### src/rtl/max7219_pkg.sv
// Shared constants, FSM encoding and the Code-B segment table for the MAX7219 responder.
package max7219_pkg;

  localparam int unsigned FRAME_BITS = 16;

  localparam logic [3:0] ADDR_NOOP      = 4'h0;
  localparam logic [3:0] ADDR_DIGIT0    = 4'h1;
  localparam logic [3:0] ADDR_DIGIT1    = 4'h2;
  localparam logic [3:0] ADDR_DIGIT2    = 4'h3;
  localparam logic [3:0] ADDR_DIGIT3    = 4'h4;
  localparam logic [3:0] ADDR_DIGIT4    = 4'h5;
  localparam logic [3:0] ADDR_DIGIT5    = 4'h6;
  localparam logic [3:0] ADDR_DIGIT6    = 4'h7;
  localparam logic [3:0] ADDR_DIGIT7    = 4'h8;
  localparam logic [3:0] ADDR_DECODE    = 4'h9;
  localparam logic [3:0] ADDR_INTENSITY = 4'hA;
  localparam logic [3:0] ADDR_SCANLIM   = 4'hB;
  localparam logic [3:0] ADDR_SHUTDOWN  = 4'hC;
  localparam logic [3:0] ADDR_TEST      = 4'hF;

  typedef enum logic [1:0] {
    IDLE  = 2'd0,
    SHIFT = 2'd1,
    LATCH = 2'd2
  } state_e;

  // Register-file reset values; the chip powers up in shutdown.
  localparam logic [7:0] RST_DIGIT      = 8'h00;
  localparam logic [7:0] RST_DECODE     = 8'h00;
  localparam logic [3:0] RST_INTENSITY  = 4'h0;
  localparam logic [2:0] RST_SCANLIM    = 3'd0;
  localparam logic       RST_SHUTDOWN_N = 1'b0;
  localparam logic       RST_TEST       = 1'b0;

  // Synchroniser reset values; CS idles high so a low CS at reset release reads as a fall.
  localparam logic RST_SYNC_CS  = 1'b1;
  localparam logic RST_SYNC_CLK = 1'b0;
  localparam logic RST_SYNC_DIN = 1'b0;

  // Code-B decode: bit 7 = DP, bits 6..0 = segments A..G. 0xA..0xF = '-', E, H, L, P, blank.
  function automatic logic [7:0] codeb_seg(input logic [7:0] d);
    logic [6:0] seg;
    case (d[3:0])
      4'h0:    seg = 7'h7E;
      4'h1:    seg = 7'h30;
      4'h2:    seg = 7'h6D;
      4'h3:    seg = 7'h79;
      4'h4:    seg = 7'h33;
      4'h5:    seg = 7'h5B;
      4'h6:    seg = 7'h5F;
      4'h7:    seg = 7'h70;
      4'h8:    seg = 7'h7F;
      4'h9:    seg = 7'h7B;
      4'hA:    seg = 7'h01;
      4'hB:    seg = 7'h4F;
      4'hC:    seg = 7'h37;
      4'hD:    seg = 7'h0E;
      4'hE:    seg = 7'h67;
      default: seg = 7'h00;
    endcase
    return {d[7], seg};
  endfunction

endpackage

### src/rtl/max7219_rx_frontend.sv
// Serial front end: synchronises CS/CLK/Din, detects edges, counts bits and shifts data/Dout.
module max7219_rx_frontend
  import max7219_pkg::*;
#(
  parameter int unsigned SYNC_STAGES = 2,
  parameter int unsigned CNT_W       = 5
) (
  input  logic                  sys_clk,
  input  logic                  rst,
  input  logic                  CS,
  input  logic                  CLK,
  input  logic                  Din,
  input  logic                  clr_i,
  input  logic                  shift_en_i,
  output logic                  cs_fall_o,
  output logic                  cs_rise_o,
  output logic [CNT_W-1:0]      count_o,
  output logic [FRAME_BITS-1:0] shift_o,
  output logic                  dout_o
);

  logic [SYNC_STAGES-1:0] cs_sync_q, clk_sync_q, din_sync_q;
  logic                   cs_prev_q, clk_prev_q;
  logic                   cs_s, clk_s, din_s, clk_rise, clk_fall;
  logic [CNT_W-1:0]       count_q;
  logic [FRAME_BITS-1:0]  shift_q;
  logic                   dout_q;

  // Synchroniser chains plus one-cycle-delayed copies for edge detection.
  always_ff @(posedge sys_clk or posedge rst) begin
    if (rst) begin
      cs_sync_q  <= {SYNC_STAGES{RST_SYNC_CS}};
      clk_sync_q <= {SYNC_STAGES{RST_SYNC_CLK}};
      din_sync_q <= {SYNC_STAGES{RST_SYNC_DIN}};
      cs_prev_q  <= RST_SYNC_CS;
      clk_prev_q <= RST_SYNC_CLK;
    end else begin
      cs_sync_q  <= {cs_sync_q[SYNC_STAGES-2:0], CS};
      clk_sync_q <= {clk_sync_q[SYNC_STAGES-2:0], CLK};
      din_sync_q <= {din_sync_q[SYNC_STAGES-2:0], Din};
      cs_prev_q  <= cs_s;
      clk_prev_q <= clk_s;
    end
  end

  assign cs_s      = cs_sync_q[SYNC_STAGES-1];
  assign clk_s     = clk_sync_q[SYNC_STAGES-1];
  assign din_s     = din_sync_q[SYNC_STAGES-1];
  assign cs_fall_o = cs_prev_q & ~cs_s;
  assign cs_rise_o = ~cs_prev_q & cs_s;
  assign clk_rise  = ~clk_prev_q & clk_s;
  assign clk_fall  = clk_prev_q & ~clk_s;

  // Bit counter, shift register and daisy-chain output; a CLK rise coinciding with CS rise is dropped.
  always_ff @(posedge sys_clk or posedge rst) begin
    if (rst) begin
      count_q <= '0;
      shift_q <= '0;
      dout_q  <= 1'b0;
    end else begin
      if (clr_i) begin
        count_q <= '0;
      end else if (shift_en_i && clk_rise && !cs_rise_o) begin
        shift_q <= {shift_q[FRAME_BITS-2:0], din_s};
        if (count_q != {CNT_W{1'b1}}) count_q <= count_q + 1'b1;
      end
      if (shift_en_i && clk_fall) dout_q <= shift_q[FRAME_BITS-1];
    end
  end

  assign count_o = count_q;
  assign shift_o = shift_q;
  assign dout_o  = dout_q;

endmodule

### src/rtl/max7219_rx.sv
// MAX7219 serial responder: frame FSM, register file and registered 8x8 display image.
// Optional Code-B digit decoding is enabled by defining MAX7219_RX_CODEB_EN.
module max7219_rx
  import max7219_pkg::*;
#(
  parameter int unsigned SYNC_STAGES = 2,
  parameter int unsigned CNT_W       = 5
) (
  input  logic        sys_clk,
  input  logic        rst,
  input  logic        CS,
  input  logic        CLK,
  input  logic        Din,
  output logic        Dout,
  output logic        frame_valid,
  output logic        frame_err,
  output logic [3:0]  frame_addr,
  output logic [7:0]  frame_data,
  output logic [3:0]  intensity,
  output logic [2:0]  scan_limit,
  output logic        shutdown_n,
  output logic        disp_test,
  output logic [63:0] matrix
);

  state_e                state_q, state_d;
  logic                  cs_fall, cs_rise, clr, shift_en, latch_ok, latch_err;
  logic [CNT_W-1:0]      count;
  logic [FRAME_BITS-1:0] shift;
  logic [3:0]            f_addr;
  logic [7:0]            f_data;
  logic [2:0]            row_idx;
  logic                  is_digit;

  logic [7:0]  digit_q [8];
  logic [7:0]  decode_q;
  logic [3:0]  intensity_q, frame_addr_q;
  logic [7:0]  frame_data_q;
  logic [2:0]  scan_limit_q;
  logic        shutdown_n_q, disp_test_q, frame_valid_q, frame_err_q;
  logic [63:0] matrix_q, image_d;

  max7219_rx_frontend #(
    .SYNC_STAGES(SYNC_STAGES),
    .CNT_W      (CNT_W)
  ) u_frontend (
    .sys_clk   (sys_clk),
    .rst       (rst),
    .CS        (CS),
    .CLK       (CLK),
    .Din       (Din),
    .clr_i     (clr),
    .shift_en_i(shift_en),
    .cs_fall_o (cs_fall),
    .cs_rise_o (cs_rise),
    .count_o   (count),
    .shift_o   (shift),
    .dout_o    (Dout)
  );

  // FSM state register.
  always_ff @(posedge sys_clk or posedge rst) begin
    if (rst) state_q <= IDLE;
    else     state_q <= state_d;
  end

  // FSM next state: LATCH lasts exactly one cycle.
  always_comb begin
    state_d = state_q;
    case (state_q)
      IDLE:    if (cs_fall) state_d = SHIFT;
      SHIFT:   if (cs_rise) state_d = LATCH;
      LATCH:   state_d = IDLE;
      default: state_d = IDLE;
    endcase
  end

  // FSM outputs: counter clear on frame start, shifting enable and latch decision.
  always_comb begin
    clr       = (state_q == IDLE) && cs_fall;
    shift_en  = (state_q == SHIFT);
    latch_ok  = (state_q == LATCH) && (32'(count) >= FRAME_BITS);
    latch_err = (state_q == LATCH) && (32'(count) < FRAME_BITS);
  end

  // Upper nibble of the frame is don't-care on the wire.
  assign f_addr   = shift[11:8];
  assign f_data   = shift[7:0];
  assign is_digit = (f_addr >= ADDR_DIGIT0) && (f_addr <= ADDR_DIGIT7);
  assign row_idx  = 3'(f_addr - ADDR_DIGIT0);

  logic unused_shift_hi;
  assign unused_shift_hi = ^shift[15:12];

  // Register file and frame pulses, written when a complete frame is latched.
  always_ff @(posedge sys_clk or posedge rst) begin
    if (rst) begin
      for (int k = 0; k < 8; k++) digit_q[k] <= RST_DIGIT;
      decode_q      <= RST_DECODE;
      intensity_q   <= RST_INTENSITY;
      scan_limit_q  <= RST_SCANLIM;
      shutdown_n_q  <= RST_SHUTDOWN_N;
      disp_test_q   <= RST_TEST;
      frame_addr_q  <= '0;
      frame_data_q  <= '0;
      frame_valid_q <= 1'b0;
      frame_err_q   <= 1'b0;
    end else begin
      frame_valid_q <= latch_ok;
      frame_err_q   <= latch_err;
      if (latch_ok) begin
        frame_addr_q <= f_addr;
        frame_data_q <= f_data;
        case (f_addr)
          ADDR_DECODE:    decode_q     <= f_data;
          ADDR_INTENSITY: intensity_q  <= f_data[3:0];
          ADDR_SCANLIM:   scan_limit_q <= f_data[2:0];
          ADDR_SHUTDOWN:  shutdown_n_q <= f_data[0];
          ADDR_TEST:      disp_test_q  <= f_data[0];
          default:        if (is_digit) digit_q[row_idx] <= f_data;
        endcase
      end
    end
  end

  // Display image: test overrides shutdown, which overrides the scan-limited digit rows.
  always_comb begin
    image_d = '0;
    if (disp_test_q) begin
      image_d = '1;
    end else if (shutdown_n_q) begin
      for (int k = 0; k < 8; k++) begin
        if (3'(k) <= scan_limit_q) begin
`ifdef MAX7219_RX_CODEB_EN
          image_d[8*k +: 8] = decode_q[k] ? codeb_seg(digit_q[k]) : digit_q[k];
`else
          image_d[8*k +: 8] = digit_q[k];
`endif
        end
      end
    end
  end

`ifndef MAX7219_RX_CODEB_EN
  logic unused_decode;
  assign unused_decode = ^decode_q;
`endif

  // Registered image, one cycle behind the register file.
  always_ff @(posedge sys_clk or posedge rst) begin
    if (rst) matrix_q <= '0;
    else     matrix_q <= image_d;
  end

  assign frame_valid = frame_valid_q;
  assign frame_err   = frame_err_q;
  assign frame_addr  = frame_addr_q;
  assign frame_data  = frame_data_q;
  assign intensity   = intensity_q;
  assign scan_limit  = scan_limit_q;
  assign shutdown_n  = shutdown_n_q;
  assign disp_test   = disp_test_q;
  assign matrix      = matrix_q;

endmodule
### config.mk
export PLATFORM = sky130hd
export DESIGN_NAME = max7219_rx
export DESIGN_NICKNAME = d
export VERILOG_FILES = /design/src/rtl/max7219_pkg.sv /design/src/rtl/max7219_rx_frontend.sv /design/src/rtl/max7219_rx.sv
export SDC_FILE = /design/constraint.sdc
export NUM_CORES = 1
export LEC_CHECK = 0
export ABC_CLOCK_PERIOD_IN_PS = 5500
export BUFFER_PORTS_ARGS = -buffer_cell sky130_fd_sc_hd__buf_2
export CAP_MARGIN = 10
export CORE_ASPECT_RATIO = 0.5
export CORE_UTILIZATION = 52
export DETAILED_ROUTE_END_ITERATION = 12
export GPL_ROUTABILITY_DRIVEN = 0
export PLACE_DENSITY = 0.79
export SYNTH_ARGS = -nofsm -noshare
export SYNTH_HDL_FRONTEND = slang
export SYNTH_HIERARCHICAL = 1
export SYNTH_SLANG_ARGS = --single-unit
### constraint.sdc
create_clock -name sys_clk -period 5.5 [get_ports sys_clk]
set_input_delay 1.1 -clock sys_clk [delete_from_list [all_inputs] [get_ports sys_clk]]
set_output_delay 1.1 -clock sys_clk [all_outputs]
set_load 0.01 [all_outputs]
==> insert_results.sql <==
INSERT INTO impl_metrics (metric_group, metric, value, unit) VALUES
('clock_tree', 'path_clk_slew', '0.06', 'ns'),
('route', 'routed_wire_length_per_instance', '18.2', 'um'),
('yosys', 'postSynthAreaPerCell', '14.8', 'sq um'),
('yosys', 'yosys.area.top_type', 'sky130_fd_sc_hd__dfrtp_1', ''),
('sta', 'max_slew_headroom', '30.3', '%'),
('grt', 'globalRouteTotalUtil', '20.9', '%'),
('sta', 'timing.final.crit_share', '55.0', '%'),
('critical_path', 'crit_path_max_incr_delay', '0.74', 'ns'),
('cells_and_area', 'final_core_utilization', '63.8', '%'),
('cells_and_area', 'synthToLayoutAreaGrowth', '16.4', '%'),
('critical_path', 'critical_path_required', '5.81', 'ns'),
('yosys', 'flip_flop_and_latch_count_after_synthesis', '183', ''),
('clock_tree', 'cts.sink_count', '183', ''),
('clock_tree', 'worst_skew_pair.late_latency', '0.43', 'ns'),
('placement', 'placed_cells', '717', ''),
('cells_and_area', 'nets', '579', ''),
('pwr', 'irDropWorstVdd', '0.165', 'mV'),
('clock_tree', 'cts_tree', 'yes', ''),
('placement', 'placed_cell_area', '0.00767', 'sq mm'),
('yosys', 'synth_top_flop_cell', 'sky130_fd_sc_hd__dfrtp_1', ''),
('yosys', 'number_of_enable_type_register_cells_in_the_synthesized_netlist', '0', ''),
('yosys', 'synth_area', '0.00712', 'sq mm'),
('route', 'drt_pre_antenna_iters', '4', ''),
('cells_and_area', 'antenna_cells_inserted', '0', ''),
('route', 'route.vias.total', '4049', ''),
('floorplan', 'placement_rows', '29', ''),
('yosys', 'post_synth_num_cell_types', '47', ''),
('sta', 'timing.final.hold_violations', '0', ''),
('critical_path', 'timing.critical_path.from_type', 'flip-flop', ''),
('yosys', 'post_synth_most_frequent_cells', '180 x sky130_fd_sc_hd__dfrtp_1, 65 x sky130_fd_sc_hd__a21o_1, 57 x sky130_fd_sc_hd__mux2_2, 35 x sky130_fd_sc_hd__nand2_1, 34 x sky130_fd_sc_hd__mux2_4', ''),
('yosys', 'async_reset_ff_share', '100', '%'),
('cells_and_area', 'fin_cells', '750', ''),
('yosys', 'cell_count_after_synthesis', '480', ''),
('yosys', 'synth.net_count', '492', ''),
('placement', 'dp_hpwl', '8.34', 'mm'),
('pwr', 'share_comb_of_total_power', '3.2', '%'),
('sta', 'setup-tns-final', '0', 'ns'),
('floorplan', 'chipWidth', '167', 'um'),
('sta', 'rsz0062_at_grt', 'no', ''),
('clock_tree', 'cts_setup_buffers', '0', ''),
('critical_path', 'critical_path.max_fanout', '9', ''),
('grt', 'initial_antenna_violation_count', '0', ''),
('sta', 'post-route-min-period', '3.02', 'ns'),
('clock_tree', 'post_cts_resized', '0', ''),
('route', 'drt_first_iter_violations', '269', ''),
('pwr', 'pwr-share-seq', '53.4', '%'),
('cells_and_area', 'ff_latch_area', '0.00458', 'sq mm'),
('route', 'post-route-drc-count', '0', ''),
('clock_tree', 'ctsHtreeMaxLevel', '4', ''),
('critical_path', 'worstPathArrival', '3.33', 'ns'),
('sta', 'worstMarginPinSlew', '1.05', 'ns'),
('pwr', 'switching_share', '23.6', '%'),
('worst_hold_path', 'hold_path.class', 'reg2reg', ''),
('clock_tree', 'cts-root-buf', 'sky130_fd_sc_hd__clkbuf_16', ''),
('run_status', 'status', 'finished clean', ''),
('cells_and_area', 'post_route_cells_drive_above_1_share', '39.8', '%'),
('run', 'max_cap_viol_count', '0', ''),
('critical_path', 'worst_path_max_delay_cell', 'sky130_fd_sc_hd__or4b_1', ''),
('yosys', 'synthTopCellsByArea', 'sky130_fd_sc_hd__dfrtp_1 63%, sky130_fd_sc_hd__mux2_2 9.0%, sky130_fd_sc_hd__mux2_4 7.2%, sky130_fd_sc_hd__a21o_1 6.9%, sky130_fd_sc_hd__nand2_1 1.8%', ''),
('floorplan', 'die_area', '0.0142', 'sq mm'),
('pwr', 'internal_power', '2.11', 'mW'),
('cells_and_area', 'final_design_area_no_fill', '0.00828', 'sq mm'),
('critical_path', 'timing.critical_path.buf_inv', '1', ''),
('critical_path', 'critical_path_class', 'reg2reg', ''),
('pwr', 'cellLeakagePower', '4.98', 'nW'),
('floorplan', 'io_pins', '93', ''),
('route', 'route.final.wire_length', '13.6', 'mm'),
('clock_tree', 'clock_tree.buffer_depth', '2', ''),
('yosys', 'yosys_warnings', '6', ''),
('floorplan', 'initial_core_util', '54.8', '%'),
('clock_tree', 'cts_hold_buf', '0', '');
area by class of cell:
cell class | instances | share of cell area [%]
sequential | 183 | 55.3
multi-input combinational | 263 | 28.6
timing repair buffer | 95 | 6.07
clock buffer | 21 | 5.56
tap | 170 | 2.57
clock inverter | 11 | 1.48
inverter | 7 | 0.378
per-layer routing:
| metal | part of all wire [%] | global-route usage, % |
|---|---|---|
| met1 | 46 | 29.0 |
| met2 | 49 | 32.7 |
| met3 | 4.2 | 5.85 |
| met4 | 0.51 | 5.92 |
| met5 | 0 | 0 |
power groups by stage:
stage | combinational, mW | clock (mW) | sequential, mW
4_1_cts | 0.0868 | 1.21 | 1.47
5_1_grt | 0.0977 | 1.27 | 1.48
3_3_place_gp | 0.0827 | 0 | 1.49
3_5_place_dp | 0.0862 | 0 | 1.49
2_1_floorplan | 0.0977 | 0 | 1.42
6_report | 0.0868 | 1.20 | 1.47
sequential cells by signal (all words and copies together) (netlist names), 2 cells and up:
name and count:
scan_limit 3, u_frontend/shift_o 16, u_frontend/cs_sync_q 2, frame_addr 4, matrix 64, u_frontend/count_o 5, state_q 2, frame_data 8
intensity 4, u_frontend/clk_sync_q 2, u_frontend/din_sync_q 2, digit_q 64
final timing paths:
| kind | from | depth (start not counted) | slack, ns | endpoint |
|---|---|---|---|---|
| max in group asynchronous | rst | 3 | 3.54 | matrix[55] |
| worst min register to register | u_frontend/din_sync_q[0] | 0 | 0.35 | u_frontend/din_sync_q[1] |
| worst min-delay path | u_frontend/din_sync_q[0] | 0 | 0.35 | u_frontend/din_sync_q[1] |
| worst max register to register | u_frontend/shift_o[8] | 5 | 2.48 | digit_q[49] |
| min in group asynchronous | rst | 2 | 0.65 | u_frontend/count_o[4] |
| worst max-delay path | u_frontend/shift_o[8] | 5 | 2.48 | digit_q[49] |
through the flow:
stage	setup slack, ns	power, mW	hold WS [ns]
after global routing	2.34	2.84	0.354
final	2.48	2.75	0.349
after detailed placement	2.53	1.58	0.336
after floorplan	0.279	1.52	0.331
after global placement	2.63	1.57	0.334
after CTS	2.49	2.76	0.350
kinds of logic (layout without fill, tap and decap cells):
group / count (synthesis) / in the layout / synth area share, %
adder cells (fa/ha/maj): 7 / 7 / 1.23
AND/OR/NAND/NOR: 75 / 75 / 6.05
flip-flops: 183 / 183 / 64.4
XOR/XNOR: 2 / 2 / 0.246
buffers and inverters: 34 / 134 / 2.34
multiplexers: 91 / 91 / 16.2
AO/OA/AOI/OAI: 88 / 88 / 9.56
placed cells by master (no fill, tap or decap), types with 2 or more instances in the layout:
cell type / n
sky130_fd_sc_hd__a211o_1: 3
sky130_fd_sc_hd__a211oi_4: 3
sky130_fd_sc_hd__a21o_1: 65
sky130_fd_sc_hd__a21oi_1: 6
sky130_fd_sc_hd__and2_1: 2
sky130_fd_sc_hd__and3_1: 4
sky130_fd_sc_hd__buf_2: 92
sky130_fd_sc_hd__buf_4: 2
sky130_fd_sc_hd__bufinv_16: 2
sky130_fd_sc_hd__clkbuf_1: 2
sky130_fd_sc_hd__clkbuf_16: 17
sky130_fd_sc_hd__clkbuf_8: 2
sky130_fd_sc_hd__clkinv_2: 4
sky130_fd_sc_hd__clkinv_4: 2
sky130_fd_sc_hd__dfrtp_1: 179
sky130_fd_sc_hd__dfstp_2: 3
sky130_fd_sc_hd__ha_1: 7
sky130_fd_sc_hd__inv_1: 4
sky130_fd_sc_hd__inv_6: 3
sky130_fd_sc_hd__mux2_2: 57
sky130_fd_sc_hd__mux2_4: 34
sky130_fd_sc_hd__nand2_1: 35
sky130_fd_sc_hd__nand2b_4: 2
sky130_fd_sc_hd__nand3_1: 6
sky130_fd_sc_hd__nand3b_1: 2
sky130_fd_sc_hd__nand4_1: 3
sky130_fd_sc_hd__nor2_1: 4
sky130_fd_sc_hd__nor2b_1: 3
sky130_fd_sc_hd__nor3b_1: 2
sky130_fd_sc_hd__o21a_1: 2
sky130_fd_sc_hd__o21ai_0: 5
No activity file was read; power rests on OpenSTA's default activity.
